`config.mk`:
```
export PLATFORM = sky130hd
export DESIGN_NAME = pool_sched
export DESIGN_NICKNAME = d
export VERILOG_FILES = /design/src/rtl/pool_sched.sv
export SDC_FILE = /design/constraint.sdc
export NUM_CORES = 1
export LEC_CHECK = 0
export BUFFER_PORTS_ARGS = -buffer_cell sky130_fd_sc_hd__buf_2
export CELL_PAD_IN_SITES_DETAIL_PLACEMENT = 1
export CELL_PAD_IN_SITES_GLOBAL_PLACEMENT = 2
export CORE_UTILIZATION = 35
export CTS_CLUSTER_SIZE = 10
export DETAILED_ROUTE_END_ITERATION = 7
export PLACE_DENSITY = 0.94
export SLEW_MARGIN = 20
export SYNTH_ARGS = -nofsm -noshare
export SYNTH_HDL_FRONTEND = slang
export SYNTH_SLANG_ARGS = --single-unit
```
`constraint.sdc`:
```
create_clock -name clk -period 3.3 [get_ports clk]
set_input_delay 0.33 -clock clk [delete_from_list [all_inputs] [get_ports clk]]
set_output_delay 0.33 -clock clk [all_outputs]
set_load 0.02 [all_outputs]
```
`src/rtl/pool_sched.sv`:
```
// rtl/pool_sched.sv - feature-map streaming scheduler feeding a 2x2 pooling unit
//
// Purpose:
//   Streams one LEN x ROWS feature map out of a synchronous read buffer into a
//   pooling unit, inserting GAP idle cycles between rows, collects the pooled
//   results into an output buffer and waits (bounded) for the pooling unit to
//   report completion. Protocol problems raise a sticky err flag.
//
// Ports:
//   clk, rst        clock (rising edge) and asynchronous active-high reset
//   start           begin a pass (sampled only while idle)
//   fm_rd_en/addr   feature-map read strobe and address (row*LEN+col)
//   fm_rd_data      read data, valid the cycle after fm_rd_en
//   pl_load, pl_in  pooling unit enable and registered sample
//   pl_result/valid pooled value and its qualifier
//   pl_done         pooling unit finished the map
//   ob_wr_en/addr/data  output buffer write port
//   busy, done, err pass in progress, one-cycle completion pulse, sticky error

module pool_sched #(
  parameter int LEN       = 8,
  parameter int ROWS      = 8,
  parameter int GAP       = 2,
  parameter int DW        = 16,
  parameter int DRAIN_MAX = 64
) (
  input  logic          clk,
  input  logic          rst,
  input  logic          start,
  output logic          fm_rd_en,
  output logic [5:0]    fm_rd_addr,
  input  logic [DW-1:0] fm_rd_data,
  output logic          pl_load,
  output logic [DW-1:0] pl_in,
  input  logic [DW-1:0] pl_result,
  input  logic          pl_valid,
  input  logic          pl_done,
  output logic          ob_wr_en,
  output logic [3:0]    ob_wr_addr,
  output logic [DW-1:0] ob_wr_data,
  output logic          busy,
  output logic          done,
  output logic          err
);

  localparam int NRES = (ROWS / 2) * (LEN / 2);

  typedef enum logic [2:0] {
    S_IDLE,
    S_STREAM,
    S_GAP,
    S_DRAIN,
    S_FINISH
  } state_t;

  state_t        state_q, state_d;
  logic [5:0]    row_q, row_d;
  logic [5:0]    col_q, col_d;
  logic [5:0]    addr_q, addr_d;
  logic [7:0]    gap_q, gap_d;
  logic [15:0]   drain_q, drain_d;
  logic [4:0]    res_q, res_d;
  logic          err_q, err_d;
  logic          pl_load_q, pl_load_d;
  logic          rd_vld_q;
  logic [DW-1:0] pl_in_q;
  logic          wr_fire;

  // Next-state and result-capture logic.
  always_comb begin
    state_d = state_q;
    row_d   = row_q;
    col_d   = col_q;
    addr_d  = addr_q;
    gap_d   = gap_q;
    drain_d = drain_q;
    res_d   = res_q;
    err_d   = err_q;
    wr_fire = 1'b0;

    // Results are accepted in every active state; anything beyond the
    // expected count is dropped and flagged.
    if (state_q != S_IDLE && pl_valid) begin
      if (res_q < 5'(NRES)) begin
        wr_fire = 1'b1;
        res_d   = res_q + 5'd1;
      end else begin
        err_d = 1'b1;
      end
    end

    case (state_q)
      S_IDLE: begin
        if (start) begin
          state_d = S_STREAM;
          row_d   = '0;
          col_d   = '0;
          addr_d  = '0;
          gap_d   = '0;
          drain_d = '0;
          res_d   = '0;
          err_d   = 1'b0;
        end
      end

      S_STREAM: begin
        // addr_q tracks row*LEN+col incrementally; it is only driven out
        // while streaming, so the wrap after the final sample is harmless.
        addr_d = addr_q + 6'd1;
        if (col_q == 6'(LEN - 1)) begin
          col_d = '0;
          if (row_q == 6'(ROWS - 1)) begin
            state_d = S_DRAIN;
            drain_d = '0;
          end else begin
            row_d   = row_q + 6'd1;
            gap_d   = '0;
            state_d = (GAP == 0) ? S_STREAM : S_GAP;
          end
        end else begin
          col_d = col_q + 6'd1;
        end
      end

      S_GAP: begin
        if (gap_q == 8'(GAP - 1)) begin
          state_d = S_STREAM;
        end else begin
          gap_d = gap_q + 8'd1;
        end
      end

      S_DRAIN: begin
        if (pl_done) begin
          state_d = S_FINISH;
          // res_d already includes a result arriving alongside pl_done.
          if (res_d < 5'(NRES)) begin
            err_d = 1'b1;
          end
        end else if (drain_q == 16'(DRAIN_MAX - 1)) begin
          state_d = S_FINISH;
          err_d   = 1'b1;
        end else begin
          drain_d = drain_q + 16'd1;
        end
      end

      S_FINISH: begin
        state_d = S_IDLE;
      end

      default: begin
        state_d = S_IDLE;
      end
    endcase

    // pl_load rises together with the first registered sample and is
    // dropped on entry to FINISH.
    pl_load_d = pl_load_q;
    if (state_q == S_IDLE || state_d == S_FINISH) begin
      pl_load_d = 1'b0;
    end else if (rd_vld_q) begin
      pl_load_d = 1'b1;
    end
  end

  always_ff @(posedge clk or posedge rst) begin
    if (rst) begin
      state_q   <= S_IDLE;
      row_q     <= '0;
      col_q     <= '0;
      addr_q    <= '0;
      gap_q     <= '0;
      drain_q   <= '0;
      res_q     <= '0;
      err_q     <= 1'b0;
      pl_load_q <= 1'b0;
      rd_vld_q  <= 1'b0;
      pl_in_q   <= '0;
    end else begin
      state_q   <= state_d;
      row_q     <= row_d;
      col_q     <= col_d;
      addr_q    <= addr_d;
      gap_q     <= gap_d;
      drain_q   <= drain_d;
      res_q     <= res_d;
      err_q     <= err_d;
      pl_load_q <= pl_load_d;
      // Read data returns one cycle after the strobe; register it then.
      rd_vld_q  <= fm_rd_en;
      if (rd_vld_q) begin
        pl_in_q <= fm_rd_data;
      end
    end
  end

  assign fm_rd_en   = (state_q == S_STREAM);
  assign fm_rd_addr = fm_rd_en ? addr_q : 6'd0;
  assign pl_load    = pl_load_q;
  assign pl_in      = pl_in_q;
  assign ob_wr_en   = wr_fire;
  assign ob_wr_addr = wr_fire ? res_q[3:0] : 4'd0;
  assign ob_wr_data = wr_fire ? pl_result : '0;
  assign busy       = (state_q != S_IDLE);
  assign done       = (state_q == S_FINISH);
  assign err        = err_q;

endmodule

```
# Word-level counts from Yosys, hierarchy flattened
# Index checks and enable logic that the tools add are counted.
[word_totals]
regBits = 69
latch_bits = 0
ramBits = 0
mem_bits_ro = 0
in_bits = 37
out_inout_bits = 48
mem_count = 0
[classes]
addsub = 6
n_mul = 0
div_mod_pow = 0
n_lt_le_gt_ge = 2
n_eq_ne = 16
shifts = 0
muxes = 43
bitwise = 0
n_reduce_logical = 12
[ops]
columns = ["cell", "n"]
rows = [
  ["16-bit two-way mux", 6],
  ["16-bit one-hot mux with 3 select lines", 1],
  ["6-bit one-hot mux with 2 select lines", 3],
  ["8-bit two-way mux", 4],
  ["6-bit two-way mux", 5],
  ["8-bit one-hot mux with 3 select lines", 1],
  ["5-bit two-way mux", 4],
  ["6-bit by 1-bit adder with 6-bit output, second input constant", 3],
  ["16-bit by 1-bit adder with 16-bit output, second input constant", 1],
  ["16-bit by 6-bit equality test with 1-bit output, second input constant", 1],
  ["3-bit two-way mux", 5],
  ["6-bit by 3-bit equality test with 1-bit output, second input constant", 2],
  ["3-bit one-hot mux with 4 select lines", 1],
  ["1-bit two-way mux", 11],
  ["5-bit less-than comparator, second input constant", 2],
  ["2-bit != test, second input constant", 5],
  ["3-bit nonzero test", 3],
  ["8-bit by 1-bit adder with 8-bit output, second input constant", 1],
  ["8-bit by 1-bit equality test with 1-bit output, second input constant", 1],
  ["3-bit by 2-bit equality test with 1-bit output, second input constant", 2],
  ["3-bit equality test, second input constant", 2],
  ["6-bit AND reduction", 1],
  ["5-bit by 1-bit adder with 5-bit output, second input constant", 1],
  ["5-bit AND reduction", 1],
  ["other kinds (10)", 12],
]

# Depth between registers and ports, before layout
# Gate-level depths: netlist of the first run.
[depth]
word_depth = 7
ltp_mapped = 7
mapped_depth_nobuf = 7

# Worst setup path before layout of the first run
# OpenSTA, ideal clock, no wires.
[synth_timing]
path_kind = "reg-to-output"
from = "register state_q[2]"
to = "output port fm_rd_addr[0]"
arrival_ps = 1580
slack_ps = 1390
stages_incl_launch_ff = 5
n_path_buf = 1
path_cell_list = "dfrtp_1 -> or3b_4 -> clkinv_4 -> clkbuf_1 -> and2_1"
[synth_via]
elab_chain_len = 2
[synth_rtl]
columns = ["item", "line", "source"]
rows = [
  ["from (decl)", "56", "state_t state_q, state_d;"],
  ["from (signal assigned)", "181", "state_q <= state_d;"],
  ["3-bit by 1-bit equality test with 1-bit output", "198", "assign fm_rd_en = (state_q == S_STREAM);"],
  ["named net fm_rd_en", "30", "output logic fm_rd_en,"],
  ["6-bit two-way mux", "199", "assign fm_rd_addr = fm_rd_en ? addr_q : 6'd0;"],
  ["to (decl)", "31", "output logic [5:0] fm_rd_addr,"],
]
# The timed path passes the listed nets, and every way through them passes these cells.

# Final worst setup path of the first run
[layout_timing]
from = "register state_q[0]"
to = "output port ob_wr_data[15]"
[layout_via]
elab_chain_len = 4
[layout_rtl]
columns = ["item", "line", "source"]
rows = [
  ["3-bit nonzero test", "83", "if (state_q != S_IDLE && pl_valid) begin"],
  ["1-bit logical AND", "83", ""],
  ["1-bit two-way mux", "83", ""],
  ["16-bit two-way mux", "204", "assign ob_wr_data = wr_fire ? pl_result : '0;"],
  ["to (decl)", "40", "output logic [DW-1:0] ob_wr_data,"],
]
# Every way passes these cells.

==> results of run 1 <==
logic make-up (layout without fill, tap and decap cells):
| kind of cell | count (synthesis) | in the layout | synth area share (%) |
|---|---|---|---|
| xor+xnor | 15 | 15 | 3.659 |
| compound gates | 77 | 77 | 12.68 |
| buf+inv | 24 | 112 | 2.718 |
| fa+ha+maj | 7 | 7 | 2.439 |
| simple gates | 154 | 154 | 23.94 |
| mux | 21 | 21 | 6.481 |
| flops | 69 | 69 | 48.08 |
flip-flops by register name, indices dropped and copies added, names as in the netlist:
| name | flops |
|---|---|
| drain_q | 16 |
| state_q | 3 |
| err | 1 |
| gap_q | 8 |
| pl_load | 1 |
| pl_in | 16 |
| col_q | 6 |
| res_q | 5 |
| rd_vld_q | 1 |
| row_q | 6 |
| addr_q | 6 |
per-stage QoR:
step	cell area [um^2]	cells
CTS	4365	588
floorplan	3591	367
detailed placement	4134	572
finish	4372	588
global route	4372	588
global placement	4134	572
where the power goes:
group          switching (mW)  internal (mW)  total (mW)
Clock                   0.350          0.453       0.803
Combinational           0.836          0.486        1.32
Sequential              0.212           1.06        1.27
layout make-up:
cell class                      instances  area [um^2]
Inverter                               11        46.29
Timing Repair Buffer                   85        427.9
Clock inverter                          6        93.84
Multi-Input combinational cell        274         1773
Tap cell                              133        166.4
Clock buffer                           10        137.6
Fill cell                            1160         5493
Sequential cell                        69         1727
layer usage:
layer / share of wire (%) / track usage (%) / vias up
li1: - / - / 1480
met4: 1.3 / 5.959 / 0
met3: 3.7 / 3.965 / 15
met5: 0 / 0 / -
met1: 44 / 23.59 / 1597
met2: 51 / 34.82 / 56
critical path: stages, from the launching register on:
cell and delay (ps):
dfrtp_1 570, nor3_1 230, nor3b_4 680, and2_1 250, buf_2 180
path summary, 6_finish.rpt:
kind                       cells past startpoint             end
min in group asynchronous                      3        pl_in[8]
min                                            2       pl_in[15]
max in group asynchronous                      3        gap_q[7]
max                                            4  ob_wr_data[15]
max reg2reg                                    5        col_q[5]
min reg2reg                                    1       addr_q[5]
cell usage after synthesis (5+ instances only):
| cell type | count |
|---|---|
| dfrtp_1 | 69 |
| o21ai_0 | 44 |
| and2_1 | 29 |
| nand2_1 | 29 |
| nor2_1 | 28 |
| mux2_2 | 18 |
| nand4_1 | 15 |
| and3_1 | 12 |
| a31oi_1 | 11 |
| nand3_1 | 11 |
| clkbuf_1 | 10 |
| inv_1 | 10 |
| xor2_1 | 9 |
| ha_1 | 7 |
| nor3_1 | 7 |
| a21oi_1 | 6 |
| xnor2_1 | 6 |
| o31ai_1 | 5 |
cells in the final DEF, fill, tap and decap left out, types with 5 or more instances in the layout:
master	n
nand3_1	11
ha_1	7
o21ai_0	44
dfrtp_1	69
nor3_1	7
buf_2	84
xor2_1	9
nor2_1	28
a31oi_1	11
nand2_1	29
nand4_1	15
o31ai_1	5
clkbuf_8	10
and3_1	12
and2_1	29
mux2_2	18
inv_1	9
xnor2_1	6
a21oi_1	6
==> summary.md, run 1 <==
| Metric | Value |
|---|---|
| Clock Sinks | `69` |
| Final core utilization | `44.32%` |
| Largest net degree at the start of global routing | `70` |
| Detailed Place HPWL | `6521 um` |
| Critical path launch point | `state_q[0]` |
| H-tree depth | `3` |
| CP Data Required Time | `2970 ps` |
| Worst-path maximum fanout | `25` |
| Final setup viols | `0` |
| Worst slew pin tran | `867.7 ps` |
| Grt ovf | `0` |
| Hold Crit Class | `in2reg` |
| Library cells used by synthesis | `45` |
| Drt drc | `0` |
| Detail Route Antenna Nets | `0` |
| PwrDens | `777.2 nW/um^2` |
| Synth top area cells | `dfrtp_1, o21ai_0, mux2_2` |
| Reg-to-reg startpoint | `state_q[0]` |
| Startpoint Class | `flop` |
| First-pass GRT wire length | `16080 um` |
| Layout cells sized above 1 | `29.23%` |
| Core area | `9864 um^2` |
| Post-CTS Hold Fix Bufs | `0` |
| Final Hold Vio Count | `0` |
| Die Wd | `103.3 um` |
| Post-CTS Setup Repair Bufs | `0` |
| Worst-Skew Late Latency | `350 ps` |
| Status | `complete, no violations` |
| Vias in the first global route | `3267` |
| Detailed-route wire length | `9383 um` |
| Hold WS | `204.6 ps` |
| DR vias | `3148` |
| Area leader, netlist | `dfrtp_1` |
| Drt first pass iters | `4` |
| Mean Syn Cell Area | `9.785 um^2` |
| Peak supply drop | `0.3295 mV` |
| Final min period | `2592 ps` |
| IO Count | `85` |
| Syn Inst Count | `367` |
| Synth warn | `0` |
| Crit. End Element | `output pin` |
| F_max | `0.3857 GHz` |
| Nets | `494` |
| GPL Wtd Cong | `0.7971` |
| Die height | `103.3 um` |
| Hold_sp | `fm_rd_data[15]` |
| CTS resizes | `0` |
| Post-Syn Area | `3591 um^2` |
| DIE AREA | `10670 um^2` |
| RSZ-0062 raised after global routing | `false` |
| Leakage power | `2.076 nW` |
| Pre-CTS setup slack | `821.6 ps` |
| Cts bufs inserted | `9` |
| Sequential area share after synthesis | `48.08%` |
| Total negative slack | `0 ps` |
| Final worst setup slack | `707.6 ps` |
| Root buffer cell | `clkbuf_8` |
| Critical path arrival | `2260 ps` |
| Initial Util | `36.40%` |
| Rows | `36` |
| CTS max path bufs | `2` |
| R2r setup slk | `870 ps` |
| TritonCTS clock tree | `done` |
| Total track usage | `19.47%` |
| Async S/R FF share, synth | `100.0%` |
| Diode count | `0` |
| Max-slew headroom | `42.15%` |
| Worst Path Class, Setup | `reg2out` |
| Yosys top cell area share | `48.08%` |
| Port Buffers | `84` |
| Max-slew violations | `0` |
| Routed len/inst | `15.96 um` |
| Yosys reg bits | `69` |
| 1st-iter DRT viols | `117` |
| Worst-path clk slew | `80 ps` |
| Post-synth EDFFs | `0` |
| Synth Net Count | `411` |
| Tot Pwr | `3.398 mW` |
| Final worst-path cycle share | `78.56%` |
| MaxCap Viol Count | `0` |
| Area Growth Syn to Fin | `21.74%` |
| Skew final | `11.77 ps` |
| Avg Vias per Cell | `5.354` |
| Initial antenna violation count | `0` |
| Ys flop type | `dfrtp_1` |
(Power assumes the default switching activity.)
==> run 2, diff against run 1 <==
--- a/config.mk
+++ b/config.mk
@@ -8,10 +8,10 @@
 export BUFFER_PORTS_ARGS = -buffer_cell sky130_fd_sc_hd__buf_2
 export CELL_PAD_IN_SITES_DETAIL_PLACEMENT = 1
 export CELL_PAD_IN_SITES_GLOBAL_PLACEMENT = 2
-export CORE_UTILIZATION = 35
+export CORE_UTILIZATION = 30
 export CTS_CLUSTER_SIZE = 10
 export DETAILED_ROUTE_END_ITERATION = 7
-export PLACE_DENSITY = 0.94
+export PLACE_DENSITY = 0.87
 export SLEW_MARGIN = 20
 export SYNTH_ARGS = -nofsm -noshare
 export SYNTH_HDL_FRONTEND = slang
==> constraint.sdc (replaced) <==
create_clock -name clk -period 2.29 [get_ports clk]
set_input_delay 0.229 -clock clk [delete_from_list [all_inputs] [get_ports clk]]
set_output_delay 0.229 -clock clk [all_outputs]
set_load 0.02 [all_outputs]
==> summary.md, run 2 (same netlist as run 1, synthesis figures left out) <==
| Metric | Value |
|---|---|
| Critical path arrival | `1900 ps` |
| FF-to-FF path depth | `6` |
| Diode count | `0` |
| Routed len/inst | `15.44 um` |
| Final min period | `2125 ps` |
| R2r setup slk | `250 ps` |
| Drt drc | `16` |
| Vias in the first global route | `3323` |
| Hold_sp | `fm_rd_data[1]` |
| CTS max path bufs | `2` |
| Hold Crit Class | `in2reg` |
| Port Buffers | `84` |
| Grt ovf | `0` |
| Violated checks | `DRC` |
| First-pass GRT wire length | `16040 um` |
| Rows | `39` |
| DIE AREA | `12410 um^2` |
| Family with the most delay on the worst path | `buffers and inverters` |
| F_max | `0.4705 GHz` |
| RSZ-0062 raised after global routing | `false` |
| Nets | `502` |
| Multi-input logic area | `1767 um^2` |
| Drt first pass iters | `6` |
| Area Growth Syn to Fin | `26.83%` |
| Worst-path maximum fanout | `25` |
| Avg Vias per Cell | `5.122` |
| Final worst-path cycle share | `92.80%` |
| Detailed-route wire length | `9354 um` |
| Commonest non-fill, non-tap cells in the layout | `buf_2, dfrtp_1, o21ai_0, nand2_1, and2_1` |
| Startpoint Class | `flop` |
| Max-slew violations | `0` |
| CP Data Required Time | `2060 ps` |
| Worst-Skew Late Latency | `340 ps` |
| Detailed Place HPWL | `6730 um` |
| Hold path cells | `2` |
| H-tree depth | `3` |
| Status | `complete, but fails checks` |
| Final setup viols | `0` |
| WP buf/inv | `4` |
| Max stage delay cell, worst path | `dfrtp_1` |
| Total negative slack | `0 ps` |
| Post-CTS Setup Repair Bufs | `0` |
| Die Wd | `111.4 um` |
| Crit. End Element | `output pin` |
| Commonest non-fill, non-tap cell in the layout | `buf_2` |
| Leakage power | `2.166 nW` |
| Detail Route Antenna Nets | `0` |
| Worst Path Class, Setup | `reg2out` |
| Cell repeated most along the worst path | `buf_4` |
| Post-CTS Hold Fix Bufs | `1` |
| TritonCTS clock tree | `done` |
| Layout cells sized above 1 | `30.24%` |
| Cells along the critical path | `buf_4 > nor3_1 > buf_4 > nor3b_2 > buf_4 > and2_1 > buf_2` |
| Reg-to-reg startpoint | `col_q[0]` |
| PwrDens | `1180 nW/um^2` |
| Worst-path clk slew | `60 ps` |
| Peak supply drop | `0.3676 mV` |
| DR vias | `3104` |
| Tot Pwr | `5.372 mW` |
| Worst path max stage delay | `400 ps` |
| Core area | `11560 um^2` |
| MaxCap Viol Count | `0` |
| Skew final | `10.58 ps` |
| GPL Wtd Cong | `0.7775` |
| Clock Sinks | `69` |
| Final non-filler cell total | `606` |
| Hold worst-path end | `pl_in[1]` |
| Die height | `111.4 um` |
| Worst slew pin tran | `685.9 ps` |
| Final core utilization | `39.38%` |
| Largest net degree at the start of global routing | `70` |
| Total track usage | `16.03%` |
| Max-slew headroom | `54.27%` |
| CTS resizes | `0` |
| Root buffer cell | `clkbuf_16` |
| 1st-iter DRT viols | `117` |
| Initial Util | `31.05%` |
| Cts bufs inserted | `9` |
| Initial antenna violation count | `0` |
| Final Hold Vio Count | `0` |
| Storage element area | `1727 um^2` |
| Filler Cell Count | `1316` |
| IO Count | `85` |
| Placed instance count | `589` |
| Worst r2r dst | `drain_q[13]` |
-- run 2: changes by cell type in the layout (fill, tap and decap cells not counted), sizes merged --
cell / delta
buf: +7
dlygate4sd3: +1
-- run 2: stage by stage --
step           setup slack [ps]  area [um^2]  hold WS (ps)
6_report                  164.8         4554         122.8
3_5_place_dp              328.0         4212         347.2
5_1_grt                   69.18         4554         114.6
2_1_floorplan             321.1         3591         380.7
4_1_cts                   130.5         4554         114.0
3_3_place_gp              331.4         4212         338.6
-- run 2: layer usage --
layer / global-route usage [%] / part of all wire (%) / up-vias / wire (um)
met5: 0 / 0 / - / 0
met4: 5.225 / 1.1 / 0 / 106
met3: 3.212 / 3.8 / 6 / 356
met2: 27.33 / 50 / 57 / 4655
met1: 20.38 / 45 / 1541 / 4236
li1: - / - / 1500 / -
-- run 2: cell type report --
| class | count | area share [%] |
|---|---|---|
| inverter | 11 | 1.016 |
| timing repair buffer | 93 | 11.04 |
| tap | 143 | 3.929 |
| clock inverter | 6 | 2.060 |
| clock buffer | 10 | 5.247 |
| sequential | 69 | 37.91 |
| multi-input combinational | 274 | 38.79 |
-- run 2: how the worst max path moves through the flow --
stage	to	depth (start not counted)	startpoint	slack, ps
2_1_floorplan	addr_q[0]	1	rst	320
4_1_cts	ob_wr_data[1]	7	state_q[0]	130
5_1_grt	ob_wr_data[13]	7	state_q[0]	70
6_report	ob_wr_data[1]	7	state_q[0]	160
3_5_place_dp	drain_q[15]	6	drain_q[0]	330
3_3_place_gp	drain_q[15]	6	drain_q[0]	330
-- run 2: power breakdown --
part	leakage, nW	internal, mW	total (mW)	switching, mW
registers	0.908	1.53	1.80	0.263
clock network	0.160	0.993	1.55	0.560
logic	1.10	0.763	2.02	1.26
-- run 2: worst register-to-register path: stages (launching register included) --
cell	delay (ps)
dfrtp_1	410
ha_1	240
and4bb_2	290
and2_4	200
a311oi_1	150
or4_1	490
a21oi_1	180
==> run 3, diff against run 2 <==
--- a/config.mk
+++ b/config.mk
@@ -8,10 +8,10 @@
 export BUFFER_PORTS_ARGS = -buffer_cell sky130_fd_sc_hd__buf_2
 export CELL_PAD_IN_SITES_DETAIL_PLACEMENT = 1
 export CELL_PAD_IN_SITES_GLOBAL_PLACEMENT = 2
-export CORE_UTILIZATION = 30
+export CORE_UTILIZATION = 35
 export CTS_CLUSTER_SIZE = 10
 export DETAILED_ROUTE_END_ITERATION = 7
-export PLACE_DENSITY = 0.87
+export PLACE_DENSITY = 0.94
 export SLEW_MARGIN = 20
 export SYNTH_ARGS = -nofsm -noshare
 export SYNTH_HDL_FRONTEND = slang
==> constraint.sdc (replaced) <==
create_clock -name clk -period 2.69 [get_ports clk]
set_input_delay 0.269 -clock clk [delete_from_list [all_inputs] [get_ports clk]]
set_output_delay 0.269 -clock clk [all_outputs]
set_load 0.02 [all_outputs]
==> summary.md, run 3 (same netlist as run 1, synthesis figures left out) <==
| Metric | Value |
|---|---|
| Max-slew violations | `0` |
| Largest net degree at the start of global routing | `29` |
| Diode count | `0` |
| Nets | `500` |
| Worst-path clk slew | `90 ps` |
| Sequential power share | `37.9%` |
| Worst-path maximum fanout | `25` |
| Port Buffers | `84` |
| GPL Wtd Cong | `0.7957` |
| CP Data Required Time | `2420 ps` |
| DIE AREA | `10670 um^2` |
| Final worst-path cycle share | `81.93%` |
| MaxCap Viol Count | `0` |
| Grt ovf | `0` |
| Initial antenna violation count | `0` |
| Drt drc | `0` |
| Clock share of power | `22.0%` |
| 1st-iter DRT viols | `55` |
| Sw Pwr | `1.710 mW` |
| Worst-Skew Late Latency | `350 ps` |
| Core area | `9864 um^2` |
| H-tree depth | `3` |
| Die height | `103.3 um` |
| Hold WS | `142.0 ps` |
| Final Hold Vio Count | `0` |
| First-pass GRT wire length | `15550 um` |
| CTS resizes | `0` |
| Final setup viols | `0` |
| Max stage delay cell, worst path | `dfrtp_1` |
| Leakage power | `2.101 nW` |
| Hold Crit Class | `in2reg` |
| Cts bufs inserted | `9` |
| Internal power | `2.408 mW` |
| Critical path arrival | `1940 ps` |
| Die Wd | `103.3 um` |
| Detailed-route wire length | `9287 um` |
| Final min period | `2204 ps` |
| Layout cells sized above 1 | `29.93%` |
| Detail Route Antenna Nets | `0` |
| Detailed Place HPWL | `6861 um` |
| Cells along the critical path | `nor3_1 > buf_4 > nor3b_2 > buf_4 > and2_1 > buf_2` |
| Drt first pass iters | `4` |
| WP buf/inv | `3` |
| Worst slew pin tran | `751.0 ps` |
| Commonest non-fill, non-tap cells in the layout | `buf_2, dfrtp_1, o21ai_0, nand2_1, and2_1` |
| Post-CTS Setup Repair Bufs | `0` |
| Clock Sinks | `69` |
| IO Count | `85` |
| Filler Cell Count | `1159` |
| Multi-input logic area | `1767 um^2` |
| Routed len/inst | `15.63 um` |
| Status | `complete, no violations` |
| Rows | `36` |
| Storage element area | `1727 um^2` |
| Total track usage | `19.11%` |
| Comb pwr share | `40.0%` |
| Vias in the first global route | `3187` |
| PwrDens | `937.9 nW/um^2` |
| DR vias | `3122` |
| Worst Path Class, Setup | `reg2out` |
| Crit. End Element | `output pin` |
| Startpoint Class | `flop` |
| Peak supply drop | `0.3381 mV` |
| Skew final | `11.28 ps` |
| RSZ-0062 raised after global routing | `false` |
| Area Growth Syn to Fin | `22.26%` |
| Commonest non-fill, non-tap cell in the layout | `buf_2` |
| Total negative slack | `0 ps` |
| Family with the most delay on the worst path | `buffers and inverters` |
| CTS max path bufs | `2` |
| Cell repeated most along the worst path | `buf_4` |
| F_max | `0.4537 GHz` |
| Sw frac | `41.52%` |
| Initial Util | `36.40%` |
| Worst path max stage delay | `570 ps` |
| Max-slew headroom | `49.55%` |
| Root buffer cell | `clkbuf_8` |
| Avg Vias per Cell | `5.256` |
| TritonCTS clock tree | `done` |
-- run 3: cell types whose count changed in the layout (fill, tap and decap cells not counted) --
cell,change
buf_12,-1
buf_4,-1
bufinv_16,-1
clkbuf_16,-9
clkbuf_8,+10
clkinv_2,+2
clkinvlp_4,-1
inv_6,-1
-- run 3: path summary, 6_finish.rpt --
kind,from,to,slack [ps],depth (start not counted)
worst min-delay path,fm_rd_data[12],pl_in[12],140,2
min in group asynchronous,rst,pl_in[13],430,3
max in group asynchronous,rst,state_q[0],1550,4
worst min register to register,col_q[5],col_q[5],500,1
worst max register to register,state_q[0],row_q[5],620,5
worst max-delay path,state_q[1],ob_wr_data[0],490,6
-- run 3: repair_timing --
action	CTS	global route
hold buffers	1	0
setup endpoints to repair	0	0
endpoints found under the hold margin	16	0
-- run 3: layout make-up --
class	count	share of cell area [%]
clock buffers	11	3.448
clock inverters	5	1.311
inverters	11	1.054
multi-input cells	274	40.24
flip-flops and latches	69	39.33
well taps	133	3.790
repair buffers	91	10.83
-- run 3: power by group through the flow --
| stage | Combinational [mW] | Sequential (mW) | Clock, mW |
|---|---|---|---|
| 2_1_floorplan | 1.03 | 1.65 | 0 |
| 3_3_place_gp | 1.61 | 1.55 | 0 |
| 3_5_place_dp | 1.66 | 1.58 | 0 |
| 4_1_cts | 1.67 | 1.57 | 0.926 |
| 5_1_grt | 1.84 | 1.61 | 0.970 |
| 6_report | 1.65 | 1.56 | 0.907 |
-- run 3: metal layers --
| layer | GRT usage (%) | up-vias | wire length (um) |
|---|---|---|---|
| li1 | - | 1499 | - |
| met1 | 23.58 | 1561 | 4185 |
| met2 | 33.38 | 49 | 4681 |
| met3 | 3.629 | 13 | 255 |
| met4 | 6.826 | 0 | 165 |
| met5 | 0 | - | 0 |
-- run 3: worst register-to-register path, stage by stage, from the launching register on --
cell      delay [ps]
dfrtp_1          550
or3b_4           520
clkinv_4         170
nand3_4          110
or4_1            500
a21oi_1          150
-- run 3: through the flow --
stage                     utilization (%)  area, um^2  power [mW]  worst slack, ps  std cells
after global routing                44.51        4390       4.420            350.9        594
after detailed placement            42.29        4172       3.249            658.9        577
after floorplan                         -        3591       2.679            681.1        367
after global placement              42.29        4172       3.163            678.8        577
final                               44.51        4390       4.118            486.0        594
after CTS                           44.51        4390       4.162            451.1        594
